===== src/rtl/virtual_uart_fifo_if.sv =====
// AXI-lite bundle between the SoC/XDMA master and the virtual UART slave.
interface virtual_uart_fifo_if #(
   parameter int ADDR_WIDTH = 32,
   parameter int DATA_WIDTH = 32
);
   logic [ADDR_WIDTH-1:0]   awaddr;
   logic                    awvalid;
   logic                    awready;
   logic [DATA_WIDTH-1:0]   wdata;
   logic [DATA_WIDTH/8-1:0] wstrb;
   logic                    wvalid;
   logic                    wready;
   logic [1:0]              bresp;
   logic                    bvalid;
   logic                    bready;
   logic [ADDR_WIDTH-1:0]   araddr;
   logic                    arvalid;
   logic                    arready;
   logic [DATA_WIDTH-1:0]   rdata;
   logic [1:0]              rresp;
   logic                    rvalid;
   logic                    rready;

   modport slave (
      input  awaddr, awvalid, wdata, wstrb, wvalid, bready, araddr, arvalid, rready,
      output awready, wready, bresp, bvalid, arready, rdata, rresp, rvalid
   );

   modport master (
      output awaddr, awvalid, wdata, wstrb, wvalid, bready, araddr, arvalid, rready,
      input  awready, wready, bresp, bvalid, arready, rdata, rresp, rvalid
   );
endinterface


===== src/rtl/virtual_uart_fifo.sv =====
// Virtual UART: AXI-lite slave with UartLite-style registers over RX/TX FIFOs.
// Optional core-TX-to-RX loopback is compiled in with VIRTUAL_UART_LOOPBACK_EN.
module virtual_uart_fifo_buf #(
   parameter  int WIDTH = 8,
   parameter  int DEPTH = 16,
   localparam int PTR_W = $clog2(DEPTH),
   localparam int CNT_W = PTR_W + 1
) (
   input  logic             clock_i,
   input  logic             reset_i,
   input  logic             i_push,
   input  logic             i_pop,
   input  logic             i_flush,
   input  logic [WIDTH-1:0] i_data,
   output logic [WIDTH-1:0] o_data,
   output logic [CNT_W-1:0] o_count,
   output logic             o_overflow
);
   logic [WIDTH-1:0] r_mem [DEPTH];
   logic [PTR_W-1:0] r_wr_ptr;
   logic [PTR_W-1:0] r_rd_ptr;
   logic [CNT_W-1:0] r_count;
   logic             w_empty;
   logic             w_full;
   logic             w_do_push;
   logic             w_do_pop;

   // A pop on a full FIFO frees the slot the same-cycle push lands in.
   assign w_empty    = (r_count == '0);
   assign w_full     = (r_count == CNT_W'(DEPTH));
   assign w_do_pop   = i_pop & ~w_empty;
   assign w_do_push  = i_push & (~w_full | w_do_pop);
   assign o_data     = w_empty ? '0 : r_mem[r_rd_ptr];
   assign o_count    = r_count;
   assign o_overflow = i_push & ~w_do_push & ~i_flush;

   // NOTE: state registers use non-blocking assignments so every flop samples pre-edge values.
   always_ff @(posedge clock_i) begin
      if (reset_i || i_flush) begin
         r_wr_ptr <= '0;
         r_rd_ptr <= '0;
         r_count  <= '0;
      end else begin
         if (w_do_push) r_wr_ptr <= r_wr_ptr + PTR_W'(1);
         if (w_do_pop)  r_rd_ptr <= r_rd_ptr + PTR_W'(1);
         r_count <= r_count + CNT_W'(w_do_push) - CNT_W'(w_do_pop);
      end
   end

   // NOTE: the storage array is not reset; the count alone decides which entries are valid.
   always_ff @(posedge clock_i) begin
      if (w_do_push && !i_flush) r_mem[r_wr_ptr] <= i_data;
   end
endmodule

module virtual_uart_fifo #(
   parameter int DATA_WIDTH = 32,
   parameter int ADDR_WIDTH = 32,
   parameter int CHAR_WIDTH = 8,
   parameter int RX_DEPTH   = 16,
   parameter int TX_DEPTH   = 16
) (
   input  logic               clock_i,
   input  logic               reset_i,
   virtual_uart_fifo_if.slave s_axilite,
   output logic               int_core_o,
   output logic               int_host_o
);
   localparam int RX_CNT_W = $clog2(RX_DEPTH) + 1;
   localparam int TX_CNT_W = $clog2(TX_DEPTH) + 1;

   typedef enum logic [2:0] {
      REG_RX_FIFO, REG_TX_FIFO, REG_STATUS, REG_CTRL,
      REG_HOST_RX_PUSH, REG_HOST_TX_POP, REG_HOST_INT_ACK, REG_LEVELS
   } reg_e;

   logic                  r_awready, r_bvalid, r_arready, r_rvalid;
   logic [DATA_WIDTH-1:0] r_rdata;
   logic                  r_int_en, r_rx_overrun, r_tx_overflow, r_int_core, r_int_host;
   logic                  w_wr_fire, w_rd_fire, w_loop;
   reg_e                  w_wr_reg, w_rd_reg;
   logic                  w_ctrl_wr, w_core_tx_wr, w_ack_wr, w_status_rd;
   logic                  w_rx_push, w_rx_pop, w_rx_flush, w_rx_ovf;
   logic                  w_tx_push, w_tx_pop, w_tx_flush, w_tx_ovf;
   logic [CHAR_WIDTH-1:0] w_rx_data, w_tx_data;
   logic [RX_CNT_W-1:0]   w_rx_count;
   logic [TX_CNT_W-1:0]   w_tx_count;
   logic                  w_rx_valid, w_rx_full, w_tx_empty, w_tx_full;
   logic [DATA_WIDTH-1:0] w_rd_data;
   logic                  w_unused;

   assign w_wr_fire    = r_awready & s_axilite.awvalid & s_axilite.wvalid;
   assign w_rd_fire    = r_arready & s_axilite.arvalid;
   assign w_wr_reg     = reg_e'(s_axilite.awaddr[4:2]);
   assign w_rd_reg     = reg_e'(s_axilite.araddr[4:2]);
   assign w_ctrl_wr    = w_wr_fire & (w_wr_reg == REG_CTRL);
   assign w_core_tx_wr = w_wr_fire & (w_wr_reg == REG_TX_FIFO);
   assign w_ack_wr     = w_wr_fire & (w_wr_reg == REG_HOST_INT_ACK);
   assign w_status_rd  = w_rd_fire & (w_rd_reg == REG_STATUS);
   assign w_rx_push    = (w_wr_fire & (w_wr_reg == REG_HOST_RX_PUSH)) | (w_core_tx_wr & w_loop);
   assign w_tx_push    = w_core_tx_wr & ~w_loop;
   assign w_rx_pop     = w_rd_fire & (w_rd_reg == REG_RX_FIFO);
   assign w_tx_pop     = w_rd_fire & (w_rd_reg == REG_HOST_TX_POP);
   assign w_rx_flush   = w_ctrl_wr & s_axilite.wdata[1];
   assign w_tx_flush   = w_ctrl_wr & s_axilite.wdata[0];

   virtual_uart_fifo_buf #(.WIDTH(CHAR_WIDTH), .DEPTH(RX_DEPTH)) u_rx_fifo (
      .clock_i(clock_i), .reset_i(reset_i), .i_push(w_rx_push), .i_pop(w_rx_pop),
      .i_flush(w_rx_flush), .i_data(s_axilite.wdata[CHAR_WIDTH-1:0]),
      .o_data(w_rx_data), .o_count(w_rx_count), .o_overflow(w_rx_ovf)
   );

   virtual_uart_fifo_buf #(.WIDTH(CHAR_WIDTH), .DEPTH(TX_DEPTH)) u_tx_fifo (
      .clock_i(clock_i), .reset_i(reset_i), .i_push(w_tx_push), .i_pop(w_tx_pop),
      .i_flush(w_tx_flush), .i_data(s_axilite.wdata[CHAR_WIDTH-1:0]),
      .o_data(w_tx_data), .o_count(w_tx_count), .o_overflow(w_tx_ovf)
   );

   assign w_rx_valid = (w_rx_count != '0);
   assign w_rx_full  = (w_rx_count == RX_CNT_W'(RX_DEPTH));
   assign w_tx_empty = (w_tx_count == '0);
   assign w_tx_full  = (w_tx_count == TX_CNT_W'(TX_DEPTH));

`ifdef VIRTUAL_UART_LOOPBACK_EN
   logic r_loopback;
   always_ff @(posedge clock_i) begin
      if (reset_i)        r_loopback <= 1'b0;
      else if (w_ctrl_wr) r_loopback <= s_axilite.wdata[2];
   end
   assign w_loop = r_loopback;
`else
   assign w_loop = 1'b0;
`endif

   always_comb begin
      w_rd_data = '0;
      case (w_rd_reg)
         REG_RX_FIFO:     w_rd_data = DATA_WIDTH'(w_rx_data);
         REG_STATUS:      w_rd_data = DATA_WIDTH'({w_loop, r_tx_overflow, r_rx_overrun, r_int_en,
                                                   w_tx_full, w_tx_empty, w_rx_full, w_rx_valid});
         REG_HOST_TX_POP: w_rd_data = DATA_WIDTH'(w_tx_data);
         REG_LEVELS:      w_rd_data = DATA_WIDTH'({16'(w_tx_count), 16'(w_rx_count)});
         default:         w_rd_data = '0;
      endcase
   end

   // Ready is a one-cycle pulse; the side effect commits on the edge that ends it.
   always_ff @(posedge clock_i) begin
      if (reset_i) begin
         r_awready <= 1'b0;
         r_bvalid  <= 1'b0;
         r_arready <= 1'b0;
         r_rvalid  <= 1'b0;
         r_rdata   <= '0;
      end else begin
         r_awready <= s_axilite.awvalid & s_axilite.wvalid & ~r_awready & ~r_bvalid;
         r_arready <= s_axilite.arvalid & ~r_arready & ~r_rvalid;
         if (w_wr_fire)             r_bvalid <= 1'b1;
         else if (s_axilite.bready) r_bvalid <= 1'b0;
         if (w_rd_fire) begin
            r_rvalid <= 1'b1;
            r_rdata  <= w_rd_data;
         end else if (s_axilite.rready) begin
            r_rvalid <= 1'b0;
         end
      end
   end

   always_ff @(posedge clock_i) begin
      if (reset_i) begin
         r_int_en      <= 1'b0;
         r_rx_overrun  <= 1'b0;
         r_tx_overflow <= 1'b0;
         r_int_core    <= 1'b0;
         r_int_host    <= 1'b0;
      end else begin
         r_int_core <= r_int_en & (w_rx_valid | w_tx_empty);
         if (w_ctrl_wr) r_int_en <= s_axilite.wdata[4];
         if (w_rx_ovf)         r_rx_overrun  <= 1'b1;
         else if (w_status_rd) r_rx_overrun  <= 1'b0;
         if (w_tx_ovf)         r_tx_overflow <= 1'b1;
         else if (w_status_rd) r_tx_overflow <= 1'b0;
         if (w_tx_push && !w_tx_ovf) r_int_host <= 1'b1;
         else if (w_ack_wr)          r_int_host <= 1'b0;
      end
   end

   assign s_axilite.awready = r_awready;
   assign s_axilite.wready  = r_awready;
   assign s_axilite.bvalid  = r_bvalid;
   assign s_axilite.bresp   = 2'b00;
   assign s_axilite.arready = r_arready;
   assign s_axilite.rvalid  = r_rvalid;
   assign s_axilite.rdata   = r_rdata;
   assign s_axilite.rresp   = 2'b00;
   assign int_core_o        = r_int_core;
   assign int_host_o        = r_int_host;

   assign w_unused = ^{s_axilite.wstrb, s_axilite.wdata[DATA_WIDTH-1:CHAR_WIDTH],
                       s_axilite.awaddr[ADDR_WIDTH-1:5], s_axilite.awaddr[1:0],
                       s_axilite.araddr[ADDR_WIDTH-1:5], s_axilite.araddr[1:0]};
endmodule


===== src/flat_wrapper.sv =====
// flat-port wrapper written by rule: the top's interface ports become plain ports
module virtual_uart_fifo_flat 
#(
   parameter int DATA_WIDTH = 32,
   parameter int ADDR_WIDTH = 32,
   parameter int CHAR_WIDTH = 8,
   parameter int RX_DEPTH   = 16,
   parameter int TX_DEPTH   = 16
)
  (clock_i, reset_i, int_core_o, int_host_o, s_axilite_awaddr, s_axilite_awvalid, s_axilite_wdata, s_axilite_wstrb, s_axilite_wvalid, s_axilite_bready, s_axilite_araddr, s_axilite_arvalid, s_axilite_rready, s_axilite_awready, s_axilite_wready, s_axilite_bresp, s_axilite_bvalid, s_axilite_arready, s_axilite_rdata, s_axilite_rresp, s_axilite_rvalid);
  virtual_uart_fifo_if #(.ADDR_WIDTH(ADDR_WIDTH), .DATA_WIDTH(DATA_WIDTH)) s_axilite_i ();
  input  logic clock_i;
  input  logic reset_i;
  output logic int_core_o;
  output logic int_host_o;
  input wire logic [$bits(s_axilite_i.awaddr)-1:0] s_axilite_awaddr;
  input wire logic [$bits(s_axilite_i.awvalid)-1:0] s_axilite_awvalid;
  input wire logic [$bits(s_axilite_i.wdata)-1:0] s_axilite_wdata;
  input wire logic [$bits(s_axilite_i.wstrb)-1:0] s_axilite_wstrb;
  input wire logic [$bits(s_axilite_i.wvalid)-1:0] s_axilite_wvalid;
  input wire logic [$bits(s_axilite_i.bready)-1:0] s_axilite_bready;
  input wire logic [$bits(s_axilite_i.araddr)-1:0] s_axilite_araddr;
  input wire logic [$bits(s_axilite_i.arvalid)-1:0] s_axilite_arvalid;
  input wire logic [$bits(s_axilite_i.rready)-1:0] s_axilite_rready;
  output wire logic [$bits(s_axilite_i.awready)-1:0] s_axilite_awready;
  output wire logic [$bits(s_axilite_i.wready)-1:0] s_axilite_wready;
  output wire logic [$bits(s_axilite_i.bresp)-1:0] s_axilite_bresp;
  output wire logic [$bits(s_axilite_i.bvalid)-1:0] s_axilite_bvalid;
  output wire logic [$bits(s_axilite_i.arready)-1:0] s_axilite_arready;
  output wire logic [$bits(s_axilite_i.rdata)-1:0] s_axilite_rdata;
  output wire logic [$bits(s_axilite_i.rresp)-1:0] s_axilite_rresp;
  output wire logic [$bits(s_axilite_i.rvalid)-1:0] s_axilite_rvalid;
  assign s_axilite_i.awaddr = s_axilite_awaddr;
  assign s_axilite_i.awvalid = s_axilite_awvalid;
  assign s_axilite_i.wdata = s_axilite_wdata;
  assign s_axilite_i.wstrb = s_axilite_wstrb;
  assign s_axilite_i.wvalid = s_axilite_wvalid;
  assign s_axilite_i.bready = s_axilite_bready;
  assign s_axilite_i.araddr = s_axilite_araddr;
  assign s_axilite_i.arvalid = s_axilite_arvalid;
  assign s_axilite_i.rready = s_axilite_rready;
  assign s_axilite_awready = s_axilite_i.awready;
  assign s_axilite_wready = s_axilite_i.wready;
  assign s_axilite_bresp = s_axilite_i.bresp;
  assign s_axilite_bvalid = s_axilite_i.bvalid;
  assign s_axilite_arready = s_axilite_i.arready;
  assign s_axilite_rdata = s_axilite_i.rdata;
  assign s_axilite_rresp = s_axilite_i.rresp;
  assign s_axilite_rvalid = s_axilite_i.rvalid;
  virtual_uart_fifo #(.DATA_WIDTH(DATA_WIDTH), .ADDR_WIDTH(ADDR_WIDTH), .CHAR_WIDTH(CHAR_WIDTH), .RX_DEPTH(RX_DEPTH), .TX_DEPTH(TX_DEPTH)) u_core (.clock_i(clock_i), .reset_i(reset_i), .s_axilite(s_axilite_i), .int_core_o(int_core_o), .int_host_o(int_host_o));
endmodule

===== config.mk =====
export PLATFORM = sky130hd
export DESIGN_NAME = virtual_uart_fifo_flat
export DESIGN_NICKNAME = d
export VERILOG_FILES = /design/src/rtl/virtual_uart_fifo_if.sv /design/src/rtl/virtual_uart_fifo.sv /design/src/flat_wrapper.sv
export SDC_FILE = /design/constraint.sdc
export NUM_CORES = 1
export LEC_CHECK = 0
export BUFFER_PORTS_ARGS = -buffer_cell sky130_fd_sc_hd__buf_2
export CORE_MARGIN = 5
export CORE_UTILIZATION = 58
export CTS_CLUSTER_DIAMETER = 200
export DETAILED_ROUTE_END_ITERATION = 8
export PLACE_DENSITY = 0.9
export REMOVE_ABC_BUFFERS = 1
export SYNTH_ARGS = -nofsm -noshare
export SYNTH_HDL_FRONTEND = slang
export SYNTH_HIERARCHICAL = 1
export SYNTH_SLANG_ARGS = --single-unit

===== constraint.sdc =====
create_clock -name clock_i -period 4.1 [get_ports clock_i]
set_clock_uncertainty 0.2 [all_clocks]
set_input_delay 0 -clock clock_i [delete_from_list [all_inputs] [get_ports clock_i]]
set_output_delay 0 -clock clock_i [all_outputs]
set_load 0.02 [all_outputs]

==> results of run 1 <==
## path summary, 6_finish.rpt
check / slack [ps] / end / start
setup / recovery: 310 / u_core/int_host_o$_SDFFE_PP0P_ / s_axilite_awaddr[4]
hold / removal: 250 / u_core/s_axilite.rdata[19]$_SDFFE_PP0N_ / u_core/s_axilite.rdata[19]$_SDFFE_PP0N_
setup reg to reg: 420 / u_core/u_rx_fifo/r_mem[2][4]$_DFFE_PP_ / u_core/s_axilite.awready$_SDFF_PP0_
hold reg to reg: 250 / u_core/s_axilite.rdata[19]$_SDFFE_PP0N_ / u_core/s_axilite.rdata[19]$_SDFFE_PP0N_
## metrics by stage
stage,utilization (%),worst slack [ps]
2_1_floorplan,-,907.9
3_3_place_gp,60.25,861.4
3_5_place_dp,60.25,713.6
4_1_cts,65.80,560.8
5_1_grt,65.80,278.4
6_report,65.80,306.0
## area by class of cell
cell class | count | area, um^2 | share of cell area [%]
clock inverters | 20 | 157.7 | 1.068
multi-input cells | 419 | 3850 | 26.08
well taps | 285 | 356.6 | 2.416
clock buffers | 32 | 747.0 | 5.060
inverters | 21 | 78.83 | 0.5340
repair buffers | 102 | 763.2 | 5.170
flip-flops and latches | 312 | 8808 | 59.67
## power groups by stage
stage               sequential (mW)  clock, mW  combinational, mW
finish                         3.43       2.57              0.153
global route                   3.43       2.73              0.164
CTS                            3.43       2.59              0.147
detailed placement             3.50          0              0.126
global placement               3.50          0              0.119
floorplan                      3.50          0             0.0486
## cells in the final DEF (no fill, tap or decap), types with 16 or more instances in the layout
master	count
inv_1	21
a21oi_1	29
nand3_1	19
mux2i_1	22
ha_1	20
nand2_1	26
buf_4	27
dfxtp_1	56
a211oi_1	21
buf_2	40
nor2_1	56
clkbuf_16	29
edfxtp_1	256
conb_1	23
mux4_1	22
mux2_2	16
dlygate4sd3_1	34
mux4_2	42
## worst reg2reg max path, stage by stage (launching register included)
cell      delay (ps)
dfxtp_1          380
nand3_1          210
nor4b_1          890
inv_1            250
a211oi_1         680
nand2_1          310
nor3_1           250
buf_4            230
## kinds of logic (layout without fill, tap and decap cells)
| family | Yosys count | after routing | synth area share (%) |
|---|---|---|---|
| buf+inv | 86 | 175 | 3.974 |
| mux | 102 | 102 | 14.69 |
| simple gates | 170 | 170 | 6.554 |
| compound gates | 82 | 82 | 3.936 |
| fa+ha+maj | 22 | 22 | 2.217 |
| other cells | 1 | 23 | 0.02863 |
| xor+xnor | 20 | 20 | 1.338 |
| flops | 312 | 312 | 67.26 |
## registers in the layout (all words and copies together) (netlist names), named ones only
signal and count:
u_core/s_axilite.bvalid 1, u_core/u_rx_fifo/r_rd_ptr 4, u_core/u_tx_fifo/r_mem 128, u_core/r_int_en 1, u_core/int_host_o 1, u_core/u_rx_fifo/r_mem 128
u_core/s_axilite.awready 1, u_core/u_tx_fifo/o_count 5, u_core/u_rx_fifo/o_count 5, u_core/u_rx_fifo/r_wr_ptr 4, u_core/s_axilite.rdata 13, u_core/int_core_o 1
u_core/s_axilite.rvalid 1, u_core/u_tx_fifo/r_rd_ptr 4, u_core/r_tx_overflow 1, u_core/r_rx_overrun 1, u_core/s_axilite.arready 1, u_core/u_tx_fifo/r_wr_ptr 4
## routing by layer
layer / GRT usage, % / up-vias / share of wire (%) / wire length [um]
met5: 0 / - / 0 / 0
met4: 8.252 / 0 / 3.9 / 1127
met3: 3.923 / 96 / 9.3 / 2695
met2: 38.03 / 520 / 49 / 14350
met1: 29.44 / 3785 / 37 / 10890
li1: - / 3209 / - / -
==> flow_summary.toml, run 1 <==
[worst_setup_path]
max_stage_delay_ps = 660
cp.required_ps = 4330
crit_arrival_ps = 4020
crit_buf_inv = 6
crit_top_cell = "dlygate4sd3_1"
reg2reg_depth = 7
critPathTopFamily = "buffers and inverters"
start_kind = "input port"
end_kind = "register"
worstSetupPathType = "in2reg"
crit_path_max_fanout = 4
cp.depth = 11
slowest_stage = "nor4_1"
crit_chain = "dlygate4sd3_1 -> buf_2 -> nand2b_1 -> dlygate4sd3_1 -> nor3_1 -> inv_1 -> nor4_1 -> or4_1 -> dlygate4sd3_1 -> a21oi_1 -> dlygate4sd3_1"

[global_route]
grt_pass1_wl_um = 44870
overflow = 0
grt_pass1_vias = 7825
antenna_found_initial = 0
grt_max_degree = 34
grt_use_total_pct = 22.43

[yosys]
synth_edf_count = 256
synth.distinct_cells = 49
synthTopCellsByArea = "edfxtp_1 (59%), dfxtp_1 (8.6%), mux4_2 (7.2%), mux4_1 (4.4%), ha_1 (1.9%)"
synth.top_cell.area_share_pct = 58.70
synthFlopType = "edfxtp_1"
synth_area_per_cell_um2 = 16.47
syn_inst = 795
syn_area_um2 = 13100
yosysWarnings = 6
ys_seq_area_share_pct = 67.26
yosysMostFrequentCell = "edfxtp_1"
synth_area_leader_cell = "edfxtp_1"
yosys-top-cells-count = "edfxtp_1 (256), dfxtp_1 (56), nor2_1 (56), mux4_2 (42), a21oi_1 (29)"
ys_ff_latch = 312
async_reset_ff_share_pct = 0

[pwr]
p_leak_nw = 4.904
ir_drop_uv = 280.2
p_int_mw = 4.903
combPwrFrac_pct = 2.5
powerDensity_nw_per_um2 = 416.6
power_mw = 6.150
seqPwrFrac_pct = 55.8
switching_share_pct = 20.28
clkPwrFrac_pct = 41.7
p_switching_mw = 1.247

[sta]
finalMaxSlewViolations = 0
hold_slack_ps = 253.6
post-route-period-util_pct = 92.54
fin_tns_setup_ps = 0
slew_headroom_pct = 34.99
fmax_mhz = 263.6
tightest_slew_ps = 961.6
period_needed_ps = 3794
finalHoldViolations = 0
setup_viol = 0
rsz0062_at_grt = "no"

[die]
pin_count = 150
die_area_um2 = 25680
rows = 55
dieWidth_um = 160.3
initial_core_util_pct = 58.38
die_h_um = 160.3
core_region_area_um2 = 22430

[cells_and_area]
area_growth_pct = 12.72
fill_cells = 1355
finalInstanceArea_um2 = 14760
antennaDiodeCount = 0
stdcell_count = 1191
nets = 1013
drive_gt1_share_pct = 19.21

[placed_design]
dp_cells = 1105
place.gp.congestion = 0.8712
dp_hpwl_um = 16770
io_buffers = 40
place_area_um2 = 13520

[drt]
wire_per_inst_um = 24.41
drc = 0
dr.pass1.iters = 6
drt.antenna.violating_nets = 0
vias = 7610
via_per_inst = 6.390
first_iter_violations = 893
wl_um = 29070

[cts]
cts_root_buffer = "clkbuf_16"
post_cts_buffers = 0
h-tree-depth = 1
clock_sinks = 312
numCtsBuffers = 28
clk_path_buf_depth = 3
clock_latency_ps = 550
tritoncts = "done"
clk_pin_slew_ps = 60
cts_hold_buf = 34
cts_resized = 0

[run_status]
status = "finished clean"

[hold_path]
hp-class = "reg2reg"
holdPathStages = 2

[flow_run]
maxCapViolCount = 0
No activity file was read; power rests on OpenSTA's default activity.
==> run 2: changes to the inputs <==
- CORE_UTILIZATION: 58 -> 52
- MAX_ROUTING_LAYER: not set -> met4
- PLACE_DENSITY: 0.9 -> 0.86
- SYNTH_HIERARCHICAL: 1 -> not set
- clock period: 4.1 -> 3.3 ns (I/O delays scaled with it)
==> run 2 against run 1 <==
  * Final cell count up 1.3%
  * Non-clock buffer count is 8 higher
  * Worst hold slack worse by 37 ps
  * Total power up 24%
  * Area after synthesis down 3.2%
  * Die area rose by 7.5%
  * Count of clock-buffer cells in the layout up 10
  * Sequential power up 24%
  * Critical endpoint is now u_core.u_tx_fifo.o_count[4]$_SDFF_PP0_
  * Largest cell class unchanged
  * Largest power group unchanged
==> flow_summary.toml, run 2 <==
[run_status]
status = "finished clean"

[sta]
setup_viol = 0
finalHoldViolations = 0
period_needed_ps = 3150
hold_slack_ps = 216.4
slew_headroom_pct = 34.66
tightest_slew_ps = 977.9
setup_ws_ps = 150.0
post-route-period-util_pct = 95.46
finalMaxSlewViolations = 0
fmax_mhz = 317.5

[yosys]
syn_area_um2 = 12680
ys_seq_area_share_pct = 69.48
yosysMostFrequentCell = "edfxtp_1"
async_reset_ff_share_pct = 0
synthFlopType = "edfxtp_1"
ys_ff_latch = 312
synth.distinct_cells = 54
syn_inst = 749
synth_edf_count = 256
synth.top_cell.area_share_pct = 60.63
synthTopCellsByArea = "edfxtp_1 (61%), mux4_2 (11%), dfxtp_1 (8.8%), ha_1 (2.2%), buf_4 (1.7%)"
synth_area_per_cell_um2 = 16.93
yosys-top-cells-count = "edfxtp_1 (256), mux4_2 (62), dfxtp_1 (56), nor2_1 (51), buf_4 (28)"
yosysWarnings = 0
synth_area_leader_cell = "edfxtp_1"

[drt]
dr.pass1.iters = 8
first_iter_violations = 873
via_per_inst = 6.022
vias = 7268
wl_um = 29130
drc = 0
drt.antenna.violating_nets = 0
wire_per_inst_um = 24.13

[global_route]
grt_max_degree = 34
overflow = 0
grt_pass1_wl_um = 44710
grt_pass1_vias = 7394
antenna_found_initial = 1
grt_use_total_pct = 21.45

[worst_setup_path]
r2r_slack_ps = 150
crit_buf_inv = 3
cp.depth = 15
cp.required_ps = 3510
slowest_stage = "fa_1"
start_kind = "register"
crit_chain = "inv_1 -> ha_1 -> nor3b_2 -> o311ai_1 -> and2_4 -> inv_1 -> ha_1 -> inv_1 -> ha_1 -> fa_1 -> a21oi_1 -> nor2_1 -> nor2_1 -> xnor2_1 -> nor2_1"
r2r_end = "u_core.u_tx_fifo.o_count[4]$_SDFF_PP0_"
end_kind = "register"
crit_path_max_fanout = 3
crit_arrival_ps = 3360
critPathTopFamily = "adder cells"
reg2reg_depth = 15
r2r-start = "u_core.u_tx_fifo.o_count[3]$_SDFF_PP0_"
max_stage_delay_ps = 430
worstSetupPathType = "reg2reg"

[pwr]
ir_drop_uv = 482.2
powerDensity_nw_per_um2 = 523.3
p_leak_nw = 4.845

[die]
initial_core_util_pct = 52.44
rows = 57
die_h_um = 166.1
dieWidth_um = 166.1
pin_count = 150
core_region_area_um2 = 24180
die_area_um2 = 27600

[cells_and_area]
area_growth_pct = 15.29
mostFrequentLayoutCells = "edfxtp_1 (256), mux4_2 (62), dfxtp_1 (53)"
nets = 989
fill_cells = 1606
final_common_cell = "edfxtp_1"
drive_gt1_share_pct = 23.47

[cts]
clk_path_buf_depth = 3
tritoncts = "done"
cts_root_buffer = "clkbuf_16"
clock_latency_ps = 540
clock_sinks = 312
numCtsBuffers = 30
clk_pin_slew_ps = 70
h-tree-depth = 1

[placed_design]
io_buffers = 40
post-place-ws_ps = 158.7
dp_hpwl_um = 17340
place.gp.congestion = 0.8345

[hold_path]
hp-class = "in2reg"
hp-start = "reset_i"
hold_end = "u_core.r_int_en$_SDFFE_PP0P_"
holdPathStages = 3

[flow_run]
maxCapViolCount = 0
[run 2: timing repair]
item | CTS | global route
hold endpoints to repair | 294 | 0
resized for setup | 0 | 7
buffers inserted | 0 | 1
setup endpoints to repair | 0 | 2
hold buffers | 35 | 0
[run 2: per-stage QoR]
step / TNS (ps) / utilization (%) / std cells / cell area [um^2] / power, mW
5_1_grt: -23.41 / 60.46 / 1207 / 14620 / 7.879
2_1_floorplan: -2.526 / - / 716 / 12430 / 4.395
4_1_cts: 0 / 60.32 / 1206 / 14580 / 7.659
3_5_place_dp: 0 / 55.06 / 1115 / 13310 / 4.480
3_3_place_gp: 0 / 55.06 / 1115 / 13310 / 4.471
6_report: 0 / 60.46 / 1207 / 14620 / 7.649
[run 2: cell type report]
cell class / instances / area (um^2) / share of cell area (%)
diodes: 1 / 2.502 / 0.01712
clock buffers: 42 / 827.0 / 5.658
clock inverters: 14 / 95.09 / 0.6506
inverters: 24 / 90.09 / 0.6163
multi-input cells: 380 / 3557 / 24.34
flip-flops and latches: 312 / 8812 / 60.29
well taps: 324 / 405.4 / 2.774
repair buffers: 110 / 827.0 / 5.658
[run 2: worst max path at each step]
stage | slack, ps | endpoint | start
2_1_floorplan | -3 | u_core.u_tx_fifo.o_count[4]$_SDFF_PP0_ | u_core.s_axilite.arready$_SDFF_PP0_
3_3_place_gp | 180 | u_core.u_tx_fifo.o_count[4]$_SDFF_PP0_ | u_core.u_tx_fifo.o_count[2]$_SDFF_PP0_
3_5_place_dp | 160 | u_core.u_tx_fifo.o_count[4]$_SDFF_PP0_ | u_core.u_tx_fifo.o_count[3]$_SDFF_PP0_
4_1_cts | 120 | u_core.u_tx_fifo.o_count[4]$_SDFF_PP0_ | s_axilite_awaddr[4]
5_1_grt | -20 | u_core.u_tx_fifo.o_count[4]$_SDFF_PP0_ | u_core.u_tx_fifo.o_count[2]$_SDFF_PP0_
6_report | 150 | u_core.u_tx_fifo.o_count[4]$_SDFF_PP0_ | u_core.u_tx_fifo.o_count[3]$_SDFF_PP0_
[run 2: layer usage]
layer	global-route usage [%]	wire length, um	vias up
li1	-	-	3087
met1	27.66	10940	3650
met2	36.06	14790	446
met3	3.214	2325	85
met4	5.811	1067	0
met5	-	0	-
[run 2: power breakdown]
group          total (mW)  internal [mW]  switching (mW)
registers            4.26           4.26         0.00430
clock network        3.22           1.82            1.40
logic               0.168         0.0418           0.126
total                7.65           6.12            1.53
[run 2: logic make-up after synthesis]
family / share of synthesized area, %
other: 0.02958
DFF: 69.48
adders and majority gates: 2.487
xor gates and xnor gates: 1.174
AOI/OAI and AO/OA: 3.997
buffers and inverters: 3.336
muxes: 13.17
and+or+nand+nor: 6.326
[run 2: worst register-to-register path: stages (launching register included)]
cell	delay [ps]
dfxtp_2	350
inv_1	90
ha_1	180
nor3b_2	310
o311ai_1	190
and2_4	210
inv_1	120
ha_1	150
inv_1	40
ha_1	210
fa_1	430
a21oi_1	160
nor2_1	50
nor2_1	120
xnor2_1	140
nor2_1	70
